`config.mk`:
```
export PLATFORM = sky130hd
export DESIGN_NAME = jk_fsm_bank
export DESIGN_NICKNAME = d
export VERILOG_FILES = /design/src/rtl/jk_fsm_bank.sv
export SDC_FILE = /design/constraint.sdc
export NUM_CORES = 1
export LEC_CHECK = 0
export CORE_ASPECT_RATIO = 1.75
export CORE_UTILIZATION = 45
export CTS_CLUSTER_SIZE = 12
export DETAILED_ROUTE_END_ITERATION = 10
export MAX_ROUTING_LAYER = met4
export PLACE_DENSITY = 0.71
export SLEW_MARGIN = 10
export SYNTH_ARGS = -nofsm -noshare
export SYNTH_HDL_FRONTEND = slang
export SYNTH_SLANG_ARGS = --single-unit
```
`constraint.sdc`:
```
create_clock -name clk -period 4.55 [get_ports clk]
set_input_delay 0.91 -clock clk [delete_from_list [all_inputs] [get_ports clk]]
set_output_delay 0.91 -clock clk [all_outputs]
set_load 0.02 [all_outputs]
```
`src/rtl/jk_fsm_bank.sv`:
```
// Bank of independent JK Moore machines (OFF/LOCK/ON) with a programmable
// conflict mode, a minimum-on dwell lock and registered rise/fall pulses.
module jk_fsm_bank #(
  parameter int unsigned CHANNELS = 4,
  parameter int unsigned CNT_W    = 4
) (
  input  logic                clk,
  input  logic                reset,
  input  logic [CHANNELS-1:0] j,
  input  logic [CHANNELS-1:0] k,
  input  logic [1:0]          mode,
  input  logic [CNT_W-1:0]    min_on,
  output logic [CHANNELS-1:0] dout,
  output logic [CHANNELS-1:0] rise,
  output logic [CHANNELS-1:0] fall,
  output logic [CHANNELS-1:0] locked
);

  typedef enum logic [1:0] {
    StOff  = 2'd0,
    StLock = 2'd1,
    StOn   = 2'd2
  } state_e;

  state_e              state_q [CHANNELS];
  state_e              state_d [CHANNELS];
  logic [CNT_W-1:0]    cnt_q   [CHANNELS];
  logic [CNT_W-1:0]    cnt_d   [CHANNELS];
  logic [CHANNELS-1:0] rise_q, rise_d;
  logic [CHANNELS-1:0] fall_q, fall_d;
  logic [CHANNELS-1:0] on_cond, off_cond;

  // Conflict resolution: mode[1] makes k veto turn-on, mode[0] makes j veto turn-off.
  always_comb begin
    on_cond  = mode[1] ? (j & ~k) : j;
    off_cond = mode[0] ? (k & ~j) : k;
  end

  // Per-channel next state, dwell counter and edge-pulse generation.
  always_comb begin
    for (int i = 0; i < CHANNELS; i++) begin
      state_d[i] = state_q[i];
      cnt_d[i]   = cnt_q[i];
      unique case (state_q[i])
        StOff: begin
          if (on_cond[i]) begin
            if (min_on == '0) begin
              state_d[i] = StOn;
            end else begin
              state_d[i] = StLock;
              cnt_d[i]   = min_on;
            end
          end
        end
        StLock: begin
          // j/k ignored; count is the one latched on entry.
          if (cnt_q[i] == CNT_W'(1)) begin
            state_d[i] = StOn;
          end else begin
            cnt_d[i] = cnt_q[i] - CNT_W'(1);
          end
        end
        StOn: begin
          if (off_cond[i]) begin
            state_d[i] = StOff;
          end
        end
        default: begin
          state_d[i] = StOff;
        end
      endcase
      rise_d[i] = (state_q[i] == StOff) && (state_d[i] != StOff);
      fall_d[i] = (state_q[i] == StOn)  && (state_d[i] == StOff);
    end
  end

  // State, counter and pulse registers with synchronous active-low reset.
  always_ff @(posedge clk) begin
    if (!reset) begin
      for (int i = 0; i < CHANNELS; i++) begin
        state_q[i] <= StOff;
        cnt_q[i]   <= '0;
      end
      rise_q <= '0;
      fall_q <= '0;
    end else begin
      for (int i = 0; i < CHANNELS; i++) begin
        state_q[i] <= state_d[i];
        cnt_q[i]   <= cnt_d[i];
      end
      rise_q <= rise_d;
      fall_q <= fall_d;
    end
  end

  // Moore output decode straight from the state and pulse flops.
  always_comb begin
    for (int i = 0; i < CHANNELS; i++) begin
      dout[i]   = (state_q[i] != StOff);
      locked[i] = (state_q[i] == StLock);
    end
    rise = rise_q;
    fall = fall_q;
  end

endmodule

```
-- After elaboration in Yosys (flattened, before gate mapping)
Memories as Yosys holds them, arrays and structs flattened.
Cells that the tools add are included.
W data, S select, Z words.
- equality and inequality tests: 12
- bitwise operators: 12
- add/sub/neg operators: 4
- reduce and logical (&&, ||, !) cells: 25
- mux-type cells: 45
- operators by type and width (kind ; number):
    $mux W4 ; 18
    $mux W2 ; 17
    $pmux W4 S2 ; 4
    $pmux W2 S3 ; 4
    $eq A4 B1 Y1 const B ; 4
    $logic_not A2 Y1 ; 8
    $reduce_bool A2 Y1 ; 8
    $sub A4 B1 Y4 const B ; 4
    $and A4 B4 Y4 ; 2
    $eq A2 B1 Y1 const B ; 4
    $eq A2 B2 Y1 const B ; 4
    $logic_and A1 B1 Y1 ; 8
    $not A4 Y4 ; 2
    $or A1 B1 Y1 ; 8
    $logic_not A4 Y1 ; 1
    $mux W1 ; 2
- output and inout port bits: 16
- memories: 2
- bits in registers: 8
- bits in writable memories: 24
- memories (memory ; depth ; bits a word ; read ports ; clocked after Yosys merged registers in ; write ports ; RTL line ; RTL):
    cnt_q ; 4 ; 4 ; 4 ; 0 ; 4 ; 27 ; logic [CNT_W-1:0] cnt_q [CHANNELS];
    state_q ; 4 ; 2 ; 4 ; 0 ; 4 ; 25 ; state_e state_q [CHANNELS];

-- Depth between registers and ports, before layout
- word-level depth: 7
- mapped depth: 6
- gate-level depth less buffers: 6

-- Least setup slack after synthesis
No wires, ideal clock.
- path kind: input-to-reg
- start: input min_on[0]
- end: memory cnt_q[0][1]
- data required time: 4471 ps
- arrival: 2157 ps
- stages on the path: 5
- slack: 2313 ps
- cell sequence: or4_4 > buf_6 > a32oi_4 > a211oi_1 > a211oi_2
- RTL lines (element ; RTL line ; RTL):
    start, declared ; 12 ; input logic [CNT_W-1:0] min_on,
    end, declared ; 27 ;

==> metrics.yaml <==
cts_tree: "built"
final_hold_viol_count: 0
skew_ps: 5.78
vdd_drop_max_v: 0.000282
start_util_pct: 48.2
ys_ff_latch: 32
grt_pass1_wl_mm: 7.13
ys_dominant_reg_cell: "dfxtp_1"
fin_hold_ws_ps: 468
p_per_area_mw_per_mm2: 387
routed_wl_mm: 4.32
ios: 32
max_cap_viol_count: 0
min_period_ps: 2950
synth.distinct_cells: 40
num_vias: 1610
crit_chain: "nor2b_1, clkdlybuf4s50_1"
whs_endpoint: "cnt_q[2][1]$_SDFFE_PN0P_"
grt_util_all_layers_pct: 22.7
first_pass_iters: 4
yosys-top-cells-area: "dfxtp_1, ha_1, a21oi_1"
worstHoldPathCells: 2
grt_pass1_vias: 1533
n_antenna_cell: 0
status: "finished, final reports clean"
drive_above_1_share_pct: 10.1
wl_met1_mm: 1.82
cts.sinks: 32
startpoint_type: "flip-flop"
top_layer: "met4"
ant_nets: 0
netlist_top_cells_count: "dfxtp_1, a21oi_1, nand2_1, nor2_1, inv_1"
cp.required_ps: 3640
antenna_found_initial: 0
timing.rr.start: "cnt_q[0][1]$_SDFFE_PN0P_"
min-delay-start: "cnt_q[2][1]$_SDFFE_PN0P_"
synth_area_mm2: 0.00178
synth_fp_nets: 233
row_count: 29
portBuffers: 31
crit_path_max_fanout: 11
dpl.hpwl_mm: 3.10
overflow: 0
drc: 0
ctsHoldBuffers: 0
worst_path_max_delay_cell: "clkdlybuf4s50_1"
met2_length_mm: 2.27
gp_congestion: 0.794
cts-htree-levels: 2
die_y_um: 85.3
cts_inserted_buffers: 5
die_w_um: 49.6
slew_headroom_pct: 42.8
vias_per_cell: 5.69
tightest_slew_ps: 850
setup-tns-final_ps: 0
clock_latency_ps: 280
wl_met3_um: 147
fin_crit_sh_pct: 64.8
synth_top_area_share_pct: 35.9
finalPower_uw: 862
dieArea_mm2: 0.00423
cpPeakStageDelay_ps: 710
wl_per_cell_um: 15.3
cts_setup_buffers: 0
critical_path_arrival_ps: 2040
fmax_ghz: 0.339
synth_edf_count: 0
setup_viol: 0
avgSynthCellArea_um2: 8.53
grt_max_degree: 24
nFillCells: 351
min_path_type: "flip-flop to flip-flop"
r2r_cells: 6
grt_setup_unrepaired: "false"
clk_pin_slew_ps: 70
yosysTopAreaCell: "dfxtp_1"
p_leak_nw: 0.846
coreArea_mm2: 0.00370
r2r_slack_ps: 2760
area_growth_pct: 24.9
crit_type: "flip-flop to primary output"
clockRootBuffer: "clkbuf_8"
r2r-end: "cnt_q[0][1]$_SDFFE_PN0P_"
clockBufferDepth: 2
synth-seq-area-share_pct: 35.9
final-max-slew-violation-count: 0
drtIter0Drc: 36
ctsResizeCount: 0
layout.nets: 260
ys_warn_count: 0
synth_cells: 209
synthArstFlopShare_pct: 0
yosysMostFrequentCell: "dfxtp_1"
cp-end-kind: "primary output"
==> state kept, by name, summed over array words and instances (netlist names) <==
name,flops
rise,4
cnt_q,16
fall,4
state_q,8
==> power breakdown <==
| part | total (mW) | internal (mW) | switching (mW) |
|---|---|---|---|
| logic | 0.230 | 0.106 | 0.124 |
| registers | 0.335 | 0.308 | 0.0270 |
| clock network | 0.297 | 0.193 | 0.104 |
==> layout by cell type (no fill, tap or decap), drive strengths merged, types with 6 or more instances in the layout <==
| cell | n |
|---|---|
| dfxtp | 32 |
| clkdlybuf4s50 | 31 |
| a21oi | 18 |
| nand2 | 18 |
| nor2 | 17 |
| inv | 13 |
| ha | 8 |
| clkbuf | 7 |
| o21ai | 7 |
| nor3 | 6 |
==> through the flow <==
stage	area, um2	utilization [%]	std cells	worst slack (ps)
4_1_cts	2230	60.2	283	1630
6_report	2230	60.2	283	1600
3_3_place_gp	2100	56.8	275	1640
2_1_floorplan	1780	-	209	2310
5_1_grt	2230	60.2	283	1550
3_5_place_dp	2100	56.8	275	1590
==> worst max-delay path, delay by kind of cell (launching register included) <==
family / cells / cell delay [ps]
buffers and inverters: 1 / 710
and+or+nand+nor: 1 / 530
DFF: 1 / 500
==> cells by family after synthesis <==
kind of cell | share of synthesized area (%)
flip-flops | 35.9
AND/OR/NAND/NOR | 23.6
buffers and inverters | 5.54
multiplexers | 1.68
adder cells (fa/ha/maj) | 5.61
AO/OA/AOI/OAI | 27.6
==> area by class of cell <==
| type | instances | area [um2] | share of cell area [%] |
|---|---|---|---|
| clock inverter | 1 | 30.0 | 1.35 |
| tap | 46 | 57.6 | 2.58 |
| clock buffer | 7 | 96.3 | 4.33 |
| inverter | 13 | 48.8 | 2.19 |
| timing repair buffer | 31 | 310 | 13.9 |
| multi-input combinational | 153 | 1040 | 46.9 |
| sequential | 32 | 641 | 28.8 |
==> worst max-delay path by stage <==
stage / from / to / slack (ps)
2_1_floorplan: min_on[0] / cnt_q[0][1]$_SDFFE_PN0P_ / 2310
3_3_place_gp: min_on[1] / cnt_q[3][3]$_SDFFE_PN0P_ / 1640
3_5_place_dp: min_on[1] / cnt_q[3][1]$_SDFFE_PN0P_ / 1590
4_1_cts: state_q[0][6]$_SDFF_PN0_ / locked[3] / 1630
5_1_grt: state_q[0][6]$_SDFF_PN0_ / locked[3] / 1550
6_report: state_q[0][6]$_SDFF_PN0_ / locked[3] / 1600
==> metal layers <==
| metal | up-vias | track usage (%) |
|---|---|---|
| li1 | 808 | - |
| met2 | 32 | 40.4 |
| met1 | 761 | 23.1 |
| met4 | 0 | 9.87 |
| met3 | 9 | 5.20 |
| met5 | - | - |
Power figures use the tool's default switching activity.
